<file path="config.mk">
export PLATFORM = sky130hd
export DESIGN_NAME = wave_buffer_ctrl
export DESIGN_NICKNAME = d
export VERILOG_FILES = /design/src/rtl/wave_buffer_ctrl.sv
export SDC_FILE = /design/constraint.sdc
export NUM_CORES = 1
export LEC_CHECK = 0
export CELL_PAD_IN_SITES_DETAIL_PLACEMENT = 1
export CELL_PAD_IN_SITES_GLOBAL_PLACEMENT = 2
export CORE_MARGIN = 2
export CORE_UTILIZATION = 23
export CTS_CLUSTER_SIZE = 25
export DETAILED_ROUTE_END_ITERATION = 12
export PLACE_DENSITY_LB_ADDON = 0.1
export SLEW_MARGIN = 40
export SYNTH_ARGS = -nofsm -noshare
export SYNTH_HDL_FRONTEND = slang
export SYNTH_SLANG_ARGS = --single-unit
</file>
<file path="constraint.sdc">
create_clock -name clk -period 1.2 [get_ports clk]
set_input_delay 0.18 -clock clk [delete_from_list [all_inputs] [get_ports clk]]
set_output_delay 0.18 -clock clk [all_outputs]
set_load 0.02 [all_outputs]
</file>
<file path="src/rtl/wave_buffer_ctrl.sv">
// wave_buffer_ctrl: capture controller for the 512-entry double-buffered
// waveform RAM. It arms on a rising zero crossing of the sample stream and
// writes 256 samples into the half the display is not reading. It then flips
// read_index during display blanking so the display shows the new capture.
module wave_buffer_ctrl (
  input  logic        clk,
  input  logic        reset,
  input  logic        new_sample_ready,
  input  logic [15:0] new_sample_in,
  input  logic        wave_display_idle,
  output logic [8:0]  write_address,
  output logic        write_enable,
  output logic [7:0]  write_sample,
  output logic        read_index
);

  typedef enum logic [1:0] {
    ARMED  = 2'd0,
    ACTIVE = 2'd1,
    WAIT   = 2'd2
  } state_t;

  state_t     state;
  logic [7:0] count;
  logic       prev_neg;

  // Capture sequencer: crossing detection, RAM writes and buffer flip, all registered.
  always_ff @(posedge clk) begin
    if (reset) begin
      state         <= ARMED;
      count         <= 8'd0;
      prev_neg      <= 1'b0;
      write_enable  <= 1'b0;
      write_address <= 9'd0;
      write_sample  <= 8'd0;
      read_index    <= 1'b0;
    end else begin
      // NOTE: write_enable defaults low each cycle so it is a one-cycle strobe;
      // address and data are left alone and hold their last values.
      write_enable <= 1'b0;

      // The sign history tracks every strobe, whatever the state.
      // NOTE: non-blocking assignment means the case below still sees the
      // previous sample's sign in this same cycle.
      if (new_sample_ready) begin
        prev_neg <= new_sample_in[15];
      end

      case (state)
        ARMED: begin
          // A rising zero crossing is a negative sample followed by a non-negative one.
          // The crossing sample itself is not captured.
          if (new_sample_ready && prev_neg && !new_sample_in[15]) begin
            state <= ACTIVE;
            count <= 8'd0;
          end
        end

        ACTIVE: begin
          if (new_sample_ready) begin
            write_enable  <= 1'b1;
            write_address <= {~read_index, count};
            // Signed upper byte to unsigned: invert the sign bit (offset by +128).
            write_sample  <= {~new_sample_in[15], new_sample_in[14:8]};
            count         <= count + 8'd1;
            if (count == 8'd255) begin
              state <= WAIT;
            end
          end
        end

        WAIT: begin
          // Flip only while the display is blanking, so it never tears mid-frame.
          if (wave_display_idle) begin
            read_index <= ~read_index;
            state      <= ARMED;
          end
        end

        default: begin
          state <= ARMED;
        end
      endcase
    end
  end

endmodule

</file>
==> metrics.md <==
| Metric | Value |
|---|---|
| Outcome | `completed` |
| Final setup TNS | `0 ps` |
| Hpwl dp | `between 2000 and 2500 um` |
| FILL cells | `around 640` |
| GRT met1 Usage | `roughly an eighth` |
| Fin util | `between 30% and 40%` |
| Clock Skew | `roughly 7.4 ps` |
| DIE WIDTH | `about 80 um` |
| Initial Utilization | `between 20 and 25%` |
| CP startpoint kind | `input port` |
| Drt wl/cell | `approximately 13 um` |
| Initial antenna violation count | `0` |
| Max H-tree Level | `2` |
| Ant diodes | `0` |
| Vias per Instance | `~4.4` |
| Std-Cell Rows | `26` |
| Slew @ Worst Pin | `about 230 ps` |
| Final ANT Viol Nets | `0` |
| Met2 usage | `21.3%` |
| Leak Pwr | `roughly 0.00079 uW` |
| Fraction of layout cells with a size suffix above 1 | `a little under a third` |
| Worst hold path type | `input port to flop` |
| Slowest library cell on the worst path | `clkdlybuf4s50_1` |
| Mean post-synth cell area | `8.70 um2` |
| Total power | `1990 uW` |
| Final nets | `219` |
| DRT Pass-1 Iters | `3` |
| Most common cell after layout, fill and taps aside | `nand2_1` |
| First-pass GRT wire length | `around 5500 um` |
| Peak per-stage delay on the critical path | `around 420 ps` |
| GPL Wtd Cong | `approximately 0.75` |
| IO Count | `39` |
| Critical path arrival | `around 1400 ps` |
| Warnings, synthesis | `0` |
| Max Freq | `about 840 MHz` |
| Die Area | `~6100 um2` |
| Min Tclk post-route | `roughly 1200 ps` |
| CTS Buf Count | `5` |
| # DRC | `0` |
| Period utilization | `about 100%` |
| Clock buffer depth | `2` |
| Most Crowded Layer GR | `met2` |
| CP most frequent cell | `buf_4` |
| Syn Nets | `between 150 and 200` |
| Worst-Skew Late Latency | `280 ps` |
| Hold Fails Final Rpt | `0` |
| Core area | `between 5000 and 6000 um2` |
| Routed wire length | `between 3000 and 4000 um` |
| Clk root buf | `clkbuf_8` |
| Post-synth EDFFs | `0` |
| Final Max Tran Viols | `0` |
| Pin count of the biggest net entering global routing | `15` |
| Power Dens Cells | `about 1000 nW/um2` |
| Port bufs | `30` |
| CP Capture Type | `flop` |
| Worst rel slew slack | `~84%` |
| Grt met3 use | `~2.8%` |
| Area delta synth->final | `51.5%` |
| Post-synth top flop | `dfxtp_1` |
| Type of the worst setup path | `input port to flop` |
| Sink Count | `30` |
| Synthesized area | `1260 um2` |
| Grt total ovfl | `0` |
| GRT Resource Usage Total | `between 10% and 20%` |
| Clock-pin slew on the worst setup and hold paths | `~70 ps` |
| Iter 0 DRT Violations | `25` |
| Synth Instances | `around 150` |
| Die height | `just under 80 um` |
| Number of global-route vias before repair | `roughly 1200` |
| Ys async rst share | `0%` |
| Most frequent cells in the layout | `30 x nand2_1, 26 x dfxtp_1, 20 x dlygate4sd2_1, 20 x buf_4, 14 x nor2_1` |
| Max Cap Viol | `0` |
| Post-synthesis sequential area ratio | `47.6%` |
| Flops & latches, synth | `30` |
| Max IR drop VDD | `just over 400 uV` |
| Critical path fanouts, max | `8` |
| CP Cell Sequence | `clkdlybuf4s50_1 > buf_6 > and3_4 > buf_4 > buf_4 > a21oi_2 > nor2_1` |
| Final setup vio count | `0` |
| Vias post-DR | `around 1200` |
| RSZ-0062 raised after global routing | `yes` |
| WP data required | `around 1400 ps` |
| CTS tree | `yes` |
| Yosys cell types | `35` |
==> worst paths after layout <==
path	startpoint	end	slack, ps	depth (start not counted)
max	new_sample_ready	state[1]	6	7
min	new_sample_in[15]	prev_neg	450	4
max reg2reg	prev_neg	state[0]	6	5
min reg2reg	write_sample[2]	write_sample[2]	450	2
==> worst max-delay path: cells and delay by family <==
family / cells / cell delay, ps
buffers and inverters: 4 / 830
AND/OR/NAND/NOR: 2 / 260
AO/OA/AOI/OAI: 1 / 100
==> through the flow <==
stage	area, um2	std cells	hold slack [ps]	setup WS [ps]
floorplan	1270	145	314	11.4
global placement	1700	256	442	-268
finish	1910	269	450	5.89
global route	1910	269	477	-70.5
CTS	1800	265	446	-3.20
detailed placement	1700	256	448	-323
==> cell usage after synthesis (2+ instances only) <==
cell       n  share of area [%]
o31ai_1    2                1.2
and3_1     3                1.5
a21oi_1   21                8.3
clkbuf_8   2                2.2
or3_1      2               0.99
a21oi_2    2                1.4
nor2_1    14                4.2
dfxtp_1   30                 48
o21ai_0    3                1.2
buf_6      4                3.6
nor3_1     2               0.79
nand3_1    6                2.4
nand2_1   32                9.5
==> sequential cells by signal (all words and copies together) (netlist names) <==
| signal | cells |
|---|---|
| write_address | 9 |
| count | 8 |
| write_sample | 8 |
| state | 2 |
| prev_neg | 1 |
| read_index | 1 |
| write_enable | 1 |
==> layer usage <==
| metal | up-vias | wire (um) |
|---|---|---|
| li1 | 600 | - |
| met1 | 564 | 1470 |
| met2 | 27 | 1760 |
| met3 | 6 | 152 |
| met4 | 0 | 45 |
| met5 | - | 0 |
==> where the power goes <==
| group | switching [uW] | leakage, uW | internal (uW) |
|---|---|---|---|
| combinational | 68.6 | 0.000500 | 82.7 |
| sequential | 5.29 | 0.000244 | 1000 |
| clock | 369 | 0.0000482 | 462 |
| total | 443 | 0.000792 | 1550 |
==> cells by family after synthesis <==
group | after synthesis | synth area share, %
simple gates | 68 | 26.1
compound gates | 33 | 15.2
flops | 30 | 47.6
xor+xnor | 1 | 0.695
fa+ha+maj | 1 | 0.992
mux | 1 | 0.794
buf+inv | 11 | 8.63
==> area by class of cell <==
class                      count  area (um2)  share of cell area (%)
multi-input combinational    104         631                    33.0
inverter                       2        7.51                   0.393
clock inverter                 1        5.00                   0.262
timing repair buffer          55         485                    25.4
sequential                    30         608                    31.8
tap                           70        87.6                    4.58
clock buffer                   7        86.3                    4.52
==> what timing repair did <==
action                                  in CTS  in global routing
resized for setup                           28                 22
buffers inserted                             1                  4
pin swaps                                    1                  3
endpoints found under the setup margin      36                 23
hold buffers                                 0                  0
Power figures use the tool's default switching activity.
